## src/rtl/cbus_master_bridge_pkg.sv

```systemverilog
// Shared CBus constants: address map, FSM encoding and error payload.
// Consumers: cbus_master_bridge, cbus_addr_decode (and the read-merge side).
package cbus_master_bridge_pkg;

  localparam int unsigned CBUS_ADDR_W = 18;
  localparam int unsigned CBUS_DATA_W = 32;

  // Slave windows: the upper address bits select the slave.
  localparam logic [CBUS_ADDR_W-1:0] CBUS_BASE_MASK   = 18'h3ff00;
  localparam logic [CBUS_ADDR_W-1:0] CBUS_AXI2S_BASE  = 18'h00100;
  localparam logic [CBUS_ADDR_W-1:0] CBUS_AD9361_BASE = 18'h00200;

  // Read data returned for an access that hits no slave window.
  localparam logic [CBUS_DATA_W-1:0] CBUS_DECERR_DATA = 32'hDEADBEEF;

  // Bridge FSM encoding.
  localparam logic [1:0] ST_IDLE  = 2'd0;
  localparam logic [1:0] ST_ISSUE = 2'd1;
  localparam logic [1:0] ST_WAIT  = 2'd2;
  localparam logic [1:0] ST_RESP  = 2'd3;

  // Latency counter width; covers RD_LAT-1 for RD_LAT up to 7.
  localparam int unsigned CBUS_LAT_CNT_W = 3;

endpackage

```

## src/rtl/cbus_addr_decode.sv

```systemverilog
// Combinational CBus base decoder: flags whether an address falls into a
// known slave window. Shared between the master bridge and the read merge.
module cbus_addr_decode
  import cbus_master_bridge_pkg::*;
#(
  parameter int unsigned ADDR_W = CBUS_ADDR_W
) (
  input  logic [ADDR_W-1:0] addr,
  output logic              hit_c
);

  logic [ADDR_W-1:0] base_c;

  // Mask off the register offset and compare against each slave base.
  always_comb begin
    base_c = addr & ADDR_W'(CBUS_BASE_MASK);
    hit_c  = (base_c == ADDR_W'(CBUS_AXI2S_BASE)) ||
             (base_c == ADDR_W'(CBUS_AD9361_BASE));
  end

endmodule

```

## src/rtl/cbus_master_bridge.sv

```systemverilog
// CBus initiator: turns a valid/ready request stream into single CBus
// read/write cycles and returns read data on a valid/ready response channel.
// One transaction outstanding at a time; all outputs registered.
// Optional build macro CBUS_DECERR_EN: unmapped addresses are not issued on
// the bus and complete with resp_err=1 and CBUS_DECERR_DATA.
module cbus_master_bridge
  import cbus_master_bridge_pkg::*;
#(
  parameter int unsigned RD_LAT = 2,
  parameter int unsigned ADDR_W = 18,
  parameter int unsigned DATA_W = 32
) (
  input  logic              clk,
  input  logic              rst_n,
  input  logic              req_valid,
  output logic              req_ready,
  input  logic              req_write,
  input  logic [ADDR_W-1:0] req_addr,
  input  logic [DATA_W-1:0] req_wdata,
  output logic              resp_valid,
  input  logic              resp_ready,
  output logic [DATA_W-1:0] resp_rdata,
  output logic              resp_err,
  output logic              cbus_en,
  output logic              cbus_wen,
  output logic [ADDR_W-1:0] cbus_addr,
  output logic [DATA_W-1:0] cbus_din,
  input  logic [DATA_W-1:0] cbus_rdata
);

  localparam int unsigned CNT_W = CBUS_LAT_CNT_W;

  logic [1:0]        state, state_nxt;
  logic [CNT_W-1:0]  lat_cnt, lat_cnt_nxt;
  logic              wr_q, wr_nxt;
  logic              req_ready_nxt;
  logic              resp_valid_nxt;
  logic [DATA_W-1:0] resp_rdata_nxt;
  logic              resp_err_nxt;
  logic              cbus_en_nxt;
  logic              cbus_wen_nxt;
  logic [ADDR_W-1:0] cbus_addr_nxt;
  logic [DATA_W-1:0] cbus_din_nxt;
  logic              issue_go_c;
  logic              addr_hit_c;

  // Decode the incoming address so a miss can suppress the bus cycle that
  // would otherwise launch on the acceptance edge.
  cbus_addr_decode #(
    .ADDR_W (ADDR_W)
  ) u_addr_decode (
    .addr  (req_addr),
    .hit_c (addr_hit_c)
  );

`ifdef CBUS_DECERR_EN
  logic hit_q, hit_nxt;
`else
  logic unused_addr_hit;
  assign unused_addr_hit = addr_hit_c;
`endif

  // Next-state and next-output logic.
  always_comb begin
    state_nxt      = state;
    lat_cnt_nxt    = lat_cnt;
    wr_nxt         = wr_q;
    resp_rdata_nxt = resp_rdata;
    resp_err_nxt   = resp_err;
    cbus_addr_nxt  = cbus_addr;
    cbus_din_nxt   = cbus_din;
`ifdef CBUS_DECERR_EN
    hit_nxt        = hit_q;
`endif

    case (state)
      ST_IDLE: begin
        if (req_valid && req_ready) begin
          state_nxt     = ST_ISSUE;
          wr_nxt        = req_write;
          cbus_addr_nxt = req_addr;
          cbus_din_nxt  = req_wdata;
`ifdef CBUS_DECERR_EN
          hit_nxt       = addr_hit_c;
`endif
        end
      end

      ST_ISSUE: begin
`ifdef CBUS_DECERR_EN
        if (!hit_q) begin
          state_nxt      = ST_RESP;
          resp_err_nxt   = 1'b1;
          resp_rdata_nxt = DATA_W'(CBUS_DECERR_DATA);
        end else
`endif
        if (wr_q) begin
          state_nxt      = ST_RESP;
          resp_err_nxt   = 1'b0;
          resp_rdata_nxt = '0;
        end else begin
          state_nxt   = ST_WAIT;
          lat_cnt_nxt = CNT_W'(RD_LAT - 1);
        end
      end

      ST_WAIT: begin
        if (lat_cnt == '0) begin
          state_nxt      = ST_RESP;
          resp_err_nxt   = 1'b0;
          resp_rdata_nxt = cbus_rdata;
        end else begin
          lat_cnt_nxt = lat_cnt - CNT_W'(1);
        end
      end

      ST_RESP: begin
        if (resp_valid && resp_ready) begin
          state_nxt = ST_IDLE;
        end
      end

      default: begin
        state_nxt = ST_IDLE;
      end
    endcase

    // Output registers follow the state being entered.
    issue_go_c = (state_nxt == ST_ISSUE);
`ifdef CBUS_DECERR_EN
    issue_go_c = issue_go_c && hit_nxt;
`endif
    req_ready_nxt  = (state_nxt == ST_IDLE);
    resp_valid_nxt = (state_nxt == ST_RESP);
    cbus_en_nxt    = issue_go_c;
    cbus_wen_nxt   = issue_go_c && wr_nxt;
  end

  // State, latched request and output registers.
  always_ff @(posedge clk or negedge rst_n) begin
    if (!rst_n) begin
      state      <= ST_IDLE;
      lat_cnt    <= '0;
      wr_q       <= 1'b0;
      req_ready  <= 1'b0;
      resp_valid <= 1'b0;
      resp_rdata <= '0;
      resp_err   <= 1'b0;
      cbus_en    <= 1'b0;
      cbus_wen   <= 1'b0;
      cbus_addr  <= '0;
      cbus_din   <= '0;
    end else begin
      state      <= state_nxt;
      lat_cnt    <= lat_cnt_nxt;
      wr_q       <= wr_nxt;
      req_ready  <= req_ready_nxt;
      resp_valid <= resp_valid_nxt;
      resp_rdata <= resp_rdata_nxt;
      resp_err   <= resp_err_nxt;
      cbus_en    <= cbus_en_nxt;
      cbus_wen   <= cbus_wen_nxt;
      cbus_addr  <= cbus_addr_nxt;
      cbus_din   <= cbus_din_nxt;
    end
  end

`ifdef CBUS_DECERR_EN
  // Decode result of the request currently in flight.
  always_ff @(posedge clk or negedge rst_n) begin
    if (!rst_n) begin
      hit_q <= 1'b0;
    end else begin
      hit_q <= hit_nxt;
    end
  end
`endif

endmodule

```

## config.mk

```make
export PLATFORM = sky130hd
export DESIGN_NAME = cbus_master_bridge
export DESIGN_NICKNAME = d
export VERILOG_FILES = /design/src/rtl/cbus_master_bridge_pkg.sv /design/src/rtl/cbus_addr_decode.sv /design/src/rtl/cbus_master_bridge.sv
export SDC_FILE = /design/constraint.sdc
export NUM_CORES = 1
export LEC_CHECK = 0
export BUFFER_PORTS_ARGS = -buffer_cell sky130_fd_sc_hd__buf_2
export CORE_ASPECT_RATIO = 1.2
export CORE_MARGIN = 1.5
export CORE_UTILIZATION = 40
export CTS_BUF_LIST = sky130_fd_sc_hd__clkbuf_8
export DETAILED_ROUTE_END_ITERATION = 10
export GPL_ROUTABILITY_DRIVEN = 0
export GPL_TIMING_DRIVEN = 0
export HOLD_SLACK_MARGIN = 0.03
export PLACE_DENSITY = 0.73
export SETUP_SLACK_MARGIN = 0.15
export SLEW_MARGIN = 15
export SYNTH_ARGS = -nofsm -noshare
export SYNTH_HDL_FRONTEND = slang
export SYNTH_SLANG_ARGS = --single-unit
```

## constraint.sdc

```tcl
create_clock -name clk -period 2.9 [get_ports clk]
set_clock_uncertainty 0.2 [all_clocks]
set_input_delay 0.58 -clock clk [delete_from_list [all_inputs] [get_ports clk]]
set_output_delay 0.58 -clock clk [all_outputs]
set_load 0.02 [all_outputs]
```

After elaboration in Yosys (flattened, before gate mapping)
Cells that the tools add are included.
{"block": "op_classes", "addsub": 1, "eq_ne": 9, "n_mux": 16, "reduce_logical": 10}
{"op": "32-bit two-way mux", "count": 2}
{"op": "32-bit one-hot mux with 2 select lines", "count": 1}
{"op": "2-bit inequality test, second input constant", "count": 4}
{"op": "2-bit one-hot mux with 4 select lines", "count": 1}
{"op": "2-bit == test, second input constant", "count": 3}
{"op": "2-bit two-way mux", "count": 3}
{"op": "3-bit two-way mux", "count": 2}
{"op": "3-bit one-hot mux with 2 select lines", "count": 1}
{"op": "3-bit AND reduction", "count": 2}
{"op": "1-bit two-way mux", "count": 5}
{"op": "2-bit by 1-bit == test with 1-bit output, second input constant", "count": 2}
{"op": "2-bit zero test", "count": 2}
{"op": "1-bit logical AND", "count": 3}
{"op": "3-bit zero test", "count": 1}
{"op": "3-bit by 1-bit subtractor with 3-bit output, second input constant", "count": 1}
{"op": "1-bit one-hot mux with 2 select lines", "count": 1}
{"op": "2-bit AND reduction", "count": 1}
{"op": "2-bit nonzero test", "count": 1}
{"block": "totals", "regBits": 93, "in_bits": 87}

Longest topological paths before layout
{"block": "depth", "ltp_word": 5, "mapped_depth": 8, "depth_no_buf": 7}

Worst setup path after synthesis
OpenSTA, ideal clock, no wires.
{"block": "synth_path", "path_kind": "flip-flop to flip-flop", "from": "register state[0]", "to": "register resp_valid", "setup_time_ns": 0.119, "arrival_time_ns": 1.513, "setup_slack_ns": 1.068, "path_stages_with_launch": 9, "n_path_buf": 1, "period_less_slack_ns": 1.832, "cell_sequence": "dfrtp_1 > inv_1 > ha_1 > buf_2 > a211o_1 > o21ai_1 > o21a_2 > inv_1 > and2_1"}
{"block": "synth_between", "elab_chain_len": 3}
{"item": "start, declared", "line": "cbus_master_bridge.sv:33", "text": "logic [1:0] state, state_nxt;"}
{"item": "start signal, assigned", "line": "cbus_master_bridge.sv:154", "text": "state <= state_nxt;"}
{"item": "2-bit == test, or another cell as far along", "line": "cbus_master_bridge.sv:76", "text": "case (state)"}
{"item": "2-bit one-hot mux with 4 select lines (*)", "line": "cbus_master_bridge.sv:76"}
{"item": "named net state_nxt[0]", "line": "cbus_master_bridge.sv:33"}
{"item": "2-bit == test (*)", "line": "cbus_master_bridge.sv:134", "text": "resp_valid_nxt = (state_nxt == ST_RESP);"}
{"item": "named net resp_valid_nxt", "line": "cbus_master_bridge.sv:37", "text": "logic resp_valid_nxt;"}
{"item": "end signal, assigned", "line": "cbus_master_bridge.sv:158", "text": "resp_valid <= resp_valid_nxt;"}
{"item": "end, declared", "line": "cbus_master_bridge.sv:20", "text": "output logic resp_valid,"}
The timed path passes the listed nets; every way through them passes the cells marked *.
A chain may end at the register's enable or synchronous reset.

Worst setup path in the final report
Same ends and word-level chain as after synthesis.

==> impl.org <==
** Status
- The run finished with clean final reports.

** Pwr
- Cell area power density :: 1170 nW/um2
- In this run, the clock network consumes 13.1% of the power.
- Total power :: slightly below 6000 uW
- Summed over all cells, the static leakage comes to 0.00263 uW.
- Combinational logic burns 50.9% of the power.
- Net switching is 42.6% of the power.
- Across the VDD grid, the largest voltage drop is 496 uV.
- Power share of the sequential group :: 36.0%
- For this design the total switching power over the nets is 2520 uW.
- P_int :: 3390 uW

** Place
- In this run the tool buffered the top-level ports with approximately 170 buffer cells.
- Placed wire-length estimate :: about 6500 um

** Yosys
- Seq cells post-synth :: between 90 and 100
- Cell variety after synth :: 30
- Number of warnings reported in the yosys synthesis log :: 0
- Sequential element share of the synthesized area :: 60.2%
- Mean cell area of the mapped netlist :: 12.7 um2
- Synthesis produced a netlist with a net count of 396.
- Number of enable-type register cells in the synthesized netlist :: 0
- Cell accounting for the most synthesized area :: sky130_fd_sc_hd__dfrtp_1
- Synth top area cells :: sky130_fd_sc_hd__dfrtp_1, sky130_fd_sc_hd__mux2_2, sky130_fd_sc_hd__nand2_1
- Synthesis produced a netlist whose cell count is 302.
- Counting flops with an async set or reset pin after synthesis yields a share of 100%.
- After synthesis the cells add up to around 3800 um2.
- Fraction of synthesized cell area taken by the top area cell type :: 60.2%
- The most used flip-flop cell after synthesis is sky130_fd_sc_hd__dfrtp_1.

** Worst setup path
- CP Max Fanout :: 10
- STA classifies the critical path startpoint as a flip-flop.
- Internal reg-to-reg setup slack :: roughly 0.86 ns
- STA puts the critical path data required time at 2.95 ns.
- Crit Reg-Reg Endpoint :: resp_valid
- At the worst endpoint, the arrival time is 2.10 ns.
- STA classifies the critical path endpoint as a flip-flop.
- Critical R2R Launch :: state[0]
- FF-to-FF path depth :: 8
- Category of the critical setup timing path :: flip-flop to flip-flop

** GRT
- In the global route stage, overall resource usage came out at 17.4%.
- Total grt overflow :: 0
- Entering global routing, the biggest net connects 59 pins.
- The initial antenna violation count was 0.
- The first global-routing pass estimated between 10000 and 15000 um of wire.
- The number of global-route vias before repair came to ~3.0k.

** Timing
- Setup tns final :: 0 ns
- Fin crit period :: 2.04 ns
- Setup repair after global routing left no endpoint under its margin.
- The hold violation count in the final report is 0.
- The final critical path takes up 70.4% of the cycle.
- Upper clock frequency limit :: 490 MHz
- Number of max-slew violations in the final report :: 0
- Setup violations remaining at the end of the flow were counted as 0.

** Clock network
- Number of buffers inserted by post-CTS setup repair :: 0
- TritonCTS clock tree :: built
- In this run the clock root is driven by a sky130_fd_sc_hd__clkbuf_8.
- Clk_lat worst skew :: 0.36 ns
- Clock input transition at the sequential cells of the worst setup and hold paths :: about 0.090 ns
- Buffers inserted during clock tree synthesis total 9.
- The H-tree was split into 3 levels.
- The clock passes through at most 2 buffers.
- For this design, the sink count on the clock tree is 92.

** Die
- The floorplan has 38 rows.
- Initial cell density of the core :: 41.7%
- Num ports :: 174
- The floorplan step set the die width to 92.3 um.
- The die is 110 um tall.
- Die Area :: 10200 um2
- Area of the placeable core :: slightly above 9000 um2

** Routing
- DR DRC count :: 0
- Number of antenna-violating nets in the routed design :: 0
- Across all layers, the routed design uses 2874 vias.
- Total routed wirelength :: 8450 um
- The pre-antenna-repair detailed-routing pass consisted of 4 iterations.
- In this run, the number of DRC markers left after iteration 0 of detailed routing was 40.
- After detailed routing, the number of vias per cell comes to ~4.7.
- Average routed wire per standard cell :: 13.8 um

** Layout
- The number of antenna diodes in the final layout is 0.
- Cells with a size suffix above 1 make up 57.4% of the layout.
- For this run, the share of the core covered by cells in the final layout is 55.1%.
- After the last flow step, the layout net total stands at ~580.
- Relative to the synthesized area, the layout overhead comes to 32.1%.

** Worst hold path
- The startpoint identified for the worst hold timing path is req_addr[7].
- The worst hold path terminates at cbus_addr[7].
- Hold Path Class :: primary input to flip-flop
- Along the worst hold path, the cell count comes to 2.

** Run
- Max-cap check violation count :: 0
-- cell type report --
cell class / instances / area [um2]
fillers: 811 / 4120
flip-flops and latches: 92 / 2300
multi-input cells: 186 / 1370
repair buffers: 174 / 901
clock buffers: 11 / 151
well taps: 120 / 150
plain buffers: 17 / 128
clock inverters: 4 / 26.3
inverters: 7 / 26.3
-- synthesized netlist by cell type, types with 2 or more instances --
cell type,n
sky130_fd_sc_hd__nor2_1,4
sky130_fd_sc_hd__o21ai_2,28
sky130_fd_sc_hd__buf_2,6
sky130_fd_sc_hd__mux2_2,51
sky130_fd_sc_hd__dfrtp_1,92
sky130_fd_sc_hd__o22ai_1,2
sky130_fd_sc_hd__a21boi_0,2
sky130_fd_sc_hd__nor2b_1,2
sky130_fd_sc_hd__a22o_1,2
sky130_fd_sc_hd__clkbuf_1,2
sky130_fd_sc_hd__buf_6,7
sky130_fd_sc_hd__o21ai_1,5
sky130_fd_sc_hd__ha_1,7
sky130_fd_sc_hd__a211o_1,2
sky130_fd_sc_hd__a21oi_1,2
sky130_fd_sc_hd__nand2_1,68
sky130_fd_sc_hd__inv_1,7
-- metal layers --
metal	share of wire (%)	up-vias	GRT usage (%)
li1	-	1387	-
met1	41	1342	20.0
met2	48	134	29.2
met3	9.4	11	6.10
met4	1.8	0	8.35
met5	0	-	0
-- metrics by stage --
stage	setup slack [ns]	hold WS, ns	area (um2)	instances
4_1_cts	0.866	0.228	5050	611
2_1_floorplan	1.07	0.0844	3820	302
3_3_place_gp	0.237	0.259	4840	594
3_5_place_dp	0.880	0.264	4870	595
6_report	0.857	0.244	5050	611
5_1_grt	0.741	0.222	5050	611
-- critical path: stages, from the launching register on --
cell and delay (ns):
sky130_fd_sc_hd__dfrtp_1 0.43, sky130_fd_sc_hd__inv_1 0.11, sky130_fd_sc_hd__ha_1 0.26, sky130_fd_sc_hd__buf_2 0.21, sky130_fd_sc_hd__a211o_1 0.24, sky130_fd_sc_hd__o21ai_1 0.11
sky130_fd_sc_hd__o21a_2 0.17, sky130_fd_sc_hd__inv_1 0.06, sky130_fd_sc_hd__and2_1 0.15
-- power by group through the flow --
stage | logic [uW] | registers (uW) | clock network, uW
CTS | 3060 | 2130 | 804
floorplan | 1420 | 2810 | 0
finish | 3010 | 2130 | 771
global placement | 2980 | 2130 | 0
detailed placement | 3050 | 2160 | 0
global route | 3280 | 2200 | 868
-- cell usage in the layout, fill, tap and decap left out --
cell / count
sky130_fd_sc_hd__buf_4: 2
sky130_fd_sc_hd__clkbuf_8: 11
sky130_fd_sc_hd__nand4_1: 1
sky130_fd_sc_hd__inv_1: 8
sky130_fd_sc_hd__a211o_1: 2
sky130_fd_sc_hd__a221o_1: 1
sky130_fd_sc_hd__a22oi_1: 1
sky130_fd_sc_hd__nor3b_1: 1
sky130_fd_sc_hd__dfrtp_1: 92
sky130_fd_sc_hd__buf_6: 7
sky130_fd_sc_hd__buf_16: 1
sky130_fd_sc_hd__mux2_2: 51
sky130_fd_sc_hd__dlygate4sd3_1: 1
sky130_fd_sc_hd__o21ai_1: 5
sky130_fd_sc_hd__buf_2: 177
sky130_fd_sc_hd__ha_1: 7
sky130_fd_sc_hd__o21ai_0: 1
sky130_fd_sc_hd__nand2_1: 68
sky130_fd_sc_hd__o21a_2: 1
sky130_fd_sc_hd__nor2_1: 4
sky130_fd_sc_hd__nor2b_1: 2
sky130_fd_sc_hd__nand3_1: 1
sky130_fd_sc_hd__o21ai_2: 28
sky130_fd_sc_hd__nand2b_4: 1
sky130_fd_sc_hd__a21oi_1: 2
sky130_fd_sc_hd__a21boi_0: 2
sky130_fd_sc_hd__o22ai_1: 2
sky130_fd_sc_hd__buf_1: 1
sky130_fd_sc_hd__and2_1: 1
sky130_fd_sc_hd__clkinv_4: 2
sky130_fd_sc_hd__conb_1: 1
sky130_fd_sc_hd__clkinv_2: 1
sky130_fd_sc_hd__clkbuf_1: 2
sky130_fd_sc_hd__o31ai_1: 1
sky130_fd_sc_hd__a22o_1: 2
-- state kept, by name, summed over array words and instances, names as in the netlist, 2 cells and up --
register,cells
state,2
cbus_addr,18
lat_cnt,3
cbus_din,32
resp_rdata,32
-- repair_timing --
| action | in CTS | in global routing |
|---|---|---|
| hold buffers | 1 | 0 |
| setup endpoints to repair | 0 | 0 |
| endpoints found under the hold margin | 34 | 0 |
| gates resized for setup | 0 | 0 |
-- worst max path at each step --
stage / startpoint / endpoint / slack (ns) / cells past startpoint
2_1_floorplan: state[0] / resp_valid / 1.07 / 8
3_3_place_gp: rst_n / cbus_addr[13] / 0.24 / 1
3_5_place_dp: state[0] / resp_valid / 0.88 / 8
4_1_cts: state[0] / resp_valid / 0.87 / 8
5_1_grt: state[0] / resp_rdata[8] / 0.74 / 6
6_report: state[0] / resp_valid / 0.86 / 8
-- cell families (layout without fill, tap and decap cells) --
logic type | count (synthesis) | count (layout) | synth area share, %
DFF | 92 | 92 | 60.2
and+or+nand+nor | 79 | 79 | 8.41
muxes | 51 | 51 | 15.0
AOI/OAI and AO/OA | 48 | 48 | 9.98
buffers and inverters | 24 | 213 | 4.02
adders and majority gates | 7 | 7 | 2.29
other | 1 | 1 | 0.0980
Power figures use the tool's default switching activity.
